===== config.mk =====
export PLATFORM = sky130hd
export DESIGN_NAME = decoder_select_arbiter
export DESIGN_NICKNAME = d
export VERILOG_FILES = /design/src/rtl/decoder_select_arbiter.sv
export SDC_FILE = /design/constraint.sdc
export NUM_CORES = 1
export LEC_CHECK = 0
export CAP_MARGIN = 20
export CORE_ASPECT_RATIO = 0.75
export CORE_UTILIZATION = 60
export CTS_BUF_LIST = sky130_fd_sc_hd__clkbuf_16
export DETAILED_ROUTE_END_ITERATION = 12
export GPL_ROUTABILITY_DRIVEN = 0
export HOLD_SLACK_MARGIN = 0.1
export PLACE_DENSITY = 0.83
export SLEW_MARGIN = 15
export SYNTH_ARGS = -nofsm -noshare
export SYNTH_HDL_FRONTEND = slang
export SYNTH_SLANG_ARGS = --single-unit

===== constraint.sdc =====
create_clock -name clk -period 8.3 [get_ports clk]
set_input_delay 1.66 -clock clk [delete_from_list [all_inputs] [get_ports clk]]
set_output_delay 1.66 -clock clk [all_outputs]
set_load 0.01 [all_outputs]

===== src/rtl/decoder_select_arbiter.sv =====
// Round-robin arbiter that owns the select lines of a 16-way decoded resource.
// Registered select/grant, one dead cycle between owners, optional hold timeout.
module decoder_select_arbiter #(
   parameter int MAX_HOLD = 16
) (
   input  logic        clk,
   input  logic        rst_n,
   input  logic [15:0] request,
   input  logic        done,
   output logic        grant_valid,
   output logic [3:0]  grant_index,
   output logic [15:0] grant,
   output logic        timeout_pulse
);

   typedef enum logic {IDLE, GRANTED} state_t;

   localparam logic [7:0] HOLD_LAST = (MAX_HOLD == 0) ? 8'd0 : 8'(MAX_HOLD - 1);

   state_t     state;
   logic [3:0] pointer;
   logic [7:0] hold_count;
   logic [3:0] winner;
   logic       winner_found;
   logic       timeout_hit;
   logic       release_now;

   // Search begins at the pointer, so the previous winner is examined last.
   always_comb begin
      winner       = 4'd0;
      winner_found = 1'b0;
      for (int i = 0; i < 16; i++) begin
         if (!winner_found && request[pointer + 4'(i)]) begin
            winner       = pointer + 4'(i);
            winner_found = 1'b1;
         end
      end
   end

   always_comb begin
      timeout_hit = (MAX_HOLD != 0) && (hold_count == HOLD_LAST);
      release_now = done || !request[grant_index] || timeout_hit;
   end

   // Every release returns to IDLE, which guarantees a dead cycle before the select moves.
   always_ff @(posedge clk) begin
      if (!rst_n) begin
         state         <= IDLE;
         pointer       <= 4'd0;
         hold_count    <= 8'd0;
         grant_valid   <= 1'b0;
         grant_index   <= 4'd0;
         grant         <= 16'd0;
         timeout_pulse <= 1'b0;
      end else begin
         timeout_pulse <= 1'b0;
         case (state)
            IDLE: begin
               if (winner_found) begin
                  state       <= GRANTED;
                  grant_valid <= 1'b1;
                  grant_index <= winner;
                  grant       <= 16'd1 << winner;
                  pointer     <= winner + 4'd1;
                  hold_count  <= 8'd0;
               end
            end
            GRANTED: begin
               if (release_now) begin
                  state         <= IDLE;
                  grant_valid   <= 1'b0;
                  grant         <= 16'd0;
                  hold_count    <= 8'd0;
                  timeout_pulse <= timeout_hit && !done && request[grant_index];
               end else if (hold_count != 8'hFF) begin
                  hold_count <= hold_count + 8'd1;
               end
            end
            default: state <= IDLE;
         endcase
      end
   end

endmodule


==> results.md <==
* CP max stage cell: dfxtp_2
* Slew margin rel. at around 26%
* Clock Skews at about 0.0037 ns
* Cts repair resizes at 0
* Post-CTS Hold Buffers at 0
* Critical path cell sequence: inv_1 -> ha_1 -> mux4_1 -> mux2i_1 -> mux2_2 -> and3_1 -> nand4_4 -> nand3b_1 -> o32a_1 -> o21ai_1 -> and2_1 -> inv_1 -> ha_1 -> ha_1 -> mux2i_1 -> nor2_1
* Die H at roughly 76 um
* WHS Endpoint: grant[14]
* Final Hold Vio Count at 0
* Final Cycle Share at approximately three quarters
* Asr flop ratio synth at 0%
* Place WS at about 2.4 ns
* Worst reg2reg endpoint: pointer[2]
* # diodes at 0
* Vias in the first global route at about 4200
* Maximum clock rate at between 150 and 200 MHz
* Worst Path Buf+Inv at 2
* Reg2reg start: pointer[1]
* Slew Viols, Final at 0
* Seq/Total Area, Yosys at 15.9%
* GRT Resource Usage Total at between 30 and 40%
* Detailed Place HPWL at ~9.7 mm
* Share of layout cells above drive strength 1 at roughly 16%
* Die Width at between 100 and 150 um
* Slack of the worst reg-to-reg path at about 2.2 ns
* Final setup vio count at 0
* Syn-to-layout area delta at 11.1%
* Final Total Pwr at around 2400 uW
* Top cells by area, synth: mux4_2, dfxtp_1, mux2i_1
* CTS tree: done
* Hold path cells at 2
* Post-Route WL at 13.5 mm
* Post-Syn Nets at 500
* Top_reg_cell synth: dfxtp_1
* Crit-path leading delay family: multiplexers
* Postcts setup bufs at 0
* Drc violations at 0
* Final ANT Viol Nets at 0
* RSZ-0062 raised after global routing: no
* Critical Path AT at ~6.3 ns
* Worst path required time at between 8 and 9 ns
* Count of different cell masters after synthesis at 84
* Wire per inst at about 23 um
* Initial antenna violation count at 0
* Detailed Route Iter0 Violations at 533
* Clk buf depth at 2
* Inserted Clock Buffers at 5
* PortBufs at 40
* Worst-Margin Slew at approximately 1.1 ns
* Worst setup margin at 2.18 ns
* Worst hold-check path type: register to register
* Cell Pwr Density at roughly 480 mW/mm2
* Clock transition at path regs at roughly 0.05 ns
* MaxCap Viol Count at 0
* Via/cell ratio at 7.39
* H-tree depth at 2
* Largest net degree at the start of global routing at 40
* Synth area leader: mux4_2
* Core Footprint at ~0.0070 mm2
* I/O Pins at a little over 40
* Via count at ~4400
* Die Footprint at 0.00769 mm2
* Netlist Area Pre-Place at roughly 0.0044 mm2
* CP most frequent cell: ha_1
* Synthesized area per cell at 9.41 um2
* Remaining Overflow, GRT at 0
* Yosys top cell area share at 16.4%
* Number of synthesized flops with an enable pin at 0
* Max IR drop VDD at roughly 0.19 mV
* Startpoint Class: register
* R2r worst-path depth at 16
* CP Class: register to register
* Outcome: completed
* Final net count at 527
* #FFs+latches synth at 35
* DRT Pass-1 Iters at 7
* Clk sinks at 35
* First-pass GRT wire length at around 21 mm
* CP max stage delay at approximately 1.0 ns
* Final hold slack at around 0.45 ns
* Crit path max fanout at 39
* Minimum clock period at about 6.1 ns
* Clk Latency, worst-skew pair at ~0.27 ns
* Setup TNS at 0 ns
* Initial Util at roughly 63%
* CP Capture Type: register
* Leakage at approximately 0.0018 uW
* Min-delay src: grant[14]
* Gate count after technology mapping at 468
* Row count at 26
* Ys Warns at 0
* CTS root buffer: clkbuf_16
## worst min-delay path, cell delays in order (launching register included)
cell     delay, ns
dfxtp_1       0.31
nand2_1       0.05
o21ai_1       0.05
## kinds of logic (layout without fill, tap and decap cells)
group | Yosys count | after routing | share of synthesized area [%]
adders and majority gates | 13 | 13 | 3.70
buffers and inverters | 42 | 69 | 6.05
muxes | 87 | 87 | 31.9
DFF | 35 | 35 | 15.9
xor gates and xnor gates | 20 | 20 | 4.75
and+or+nand+nor | 157 | 157 | 18.0
AOI/OAI and AO/OA | 114 | 114 | 19.8
## cells in the mapped netlist, types with 3 or more instances
cell type	number
a211oi_1	8
a21o_1	5
a21oi_1	19
a22o_1	4
a311oi_1	3
and2_1	4
and3_1	9
buf_4	7
buf_6	9
clkbuf_1	5
dfxtp_1	35
ha_1	13
inv_1	16
mux2_1	6
mux2_2	9
mux2i_1	32
mux4_1	5
mux4_2	32
nand2_1	46
nand2b_1	4
nand3_1	17
nor2_1	40
nor2b_1	4
nor3_1	10
o211ai_1	6
o21ai_0	12
o21ai_1	10
o21ai_2	4
o22ai_1	3
o311a_1	4
or2_2	3
xnor2_1	8
xor2_1	9
## area by class of cell
class                      count  area [um2]
fill                         530        2070
tap                           98         123
clock inverter                 2        8.76
inverter                      19        73.8
sequential                    35         702
timing repair buffer          43         423
multi-input combinational    391        3430
clock buffer                   5         125
## stage by stage
step | area [um2] | cells | utilization, %
4_1_cts | 4890 | 593 | 70.2
2_1_floorplan | 4400 | 468 | -
5_1_grt | 4890 | 593 | 70.2
3_5_place_dp | 4760 | 586 | 68.3
6_report | 4890 | 593 | 70.2
3_3_place_gp | 4760 | 586 | 68.3
## layout by cell type, fill, tap and decap left out, types with 4 or more instances in the layout
| master | n |
|---|---|
| mux4_1 | 5 |
| nand2_1 | 46 |
| a211oi_1 | 8 |
| nor2_1 | 40 |
| o211ai_1 | 6 |
| xor2_1 | 9 |
| a21oi_1 | 19 |
| ha_1 | 13 |
| mux4_2 | 32 |
| dfxtp_1 | 34 |
| clkbuf_16 | 5 |
| mux2_2 | 9 |
| o21ai_0 | 12 |
| nand2b_1 | 4 |
| o311a_1 | 4 |
| mux2_1 | 6 |
| and3_1 | 9 |
| and2_1 | 4 |
| xnor2_1 | 8 |
| o21ai_2 | 4 |
| inv_1 | 16 |
| clkdlybuf4s50_1 | 40 |
| nor2b_1 | 4 |
| mux2i_1 | 32 |
| nor3_1 | 10 |
| nand3_1 | 17 |
| a21o_1 | 5 |
| a22o_1 | 4 |
| o21ai_1 | 10 |
## how the worst max path moves through the flow
stage	slack, ns	cells past startpoint	end	from
global route	1.81	15	pointer[2]	pointer[1]
floorplan	3.40	20	pointer[2]	pointer[1]
finish	2.18	16	pointer[2]	pointer[1]
global placement	2.56	15	pointer[2]	pointer[1]
detailed placement	2.36	15	pointer[2]	pointer[1]
CTS	2.30	15	pointer[2]	pointer[1]
## layer usage
layer,part of all wire (%),vias to the layer above,track usage [%]
met4,3.5,0,11.4
li1,-,1868,-
met1,40,2093,50.9
met2,43,344,52.5
met5,0,-,0
met3,14,76,11.3
## report_power, final
part	internal, uW	switching (uW)
sequential	199	54.8
combinational	767	1170
clock	108	64.8
total	1070	1290
## flip-flops by register name, indices dropped and copies added, names as in the netlist
name / flops
state: 1
grant_valid: 1
pointer: 4
grant: 16
hold_count: 8
timeout_pulse: 1
grant_index: 4
Power figures use the tool's default switching activity.
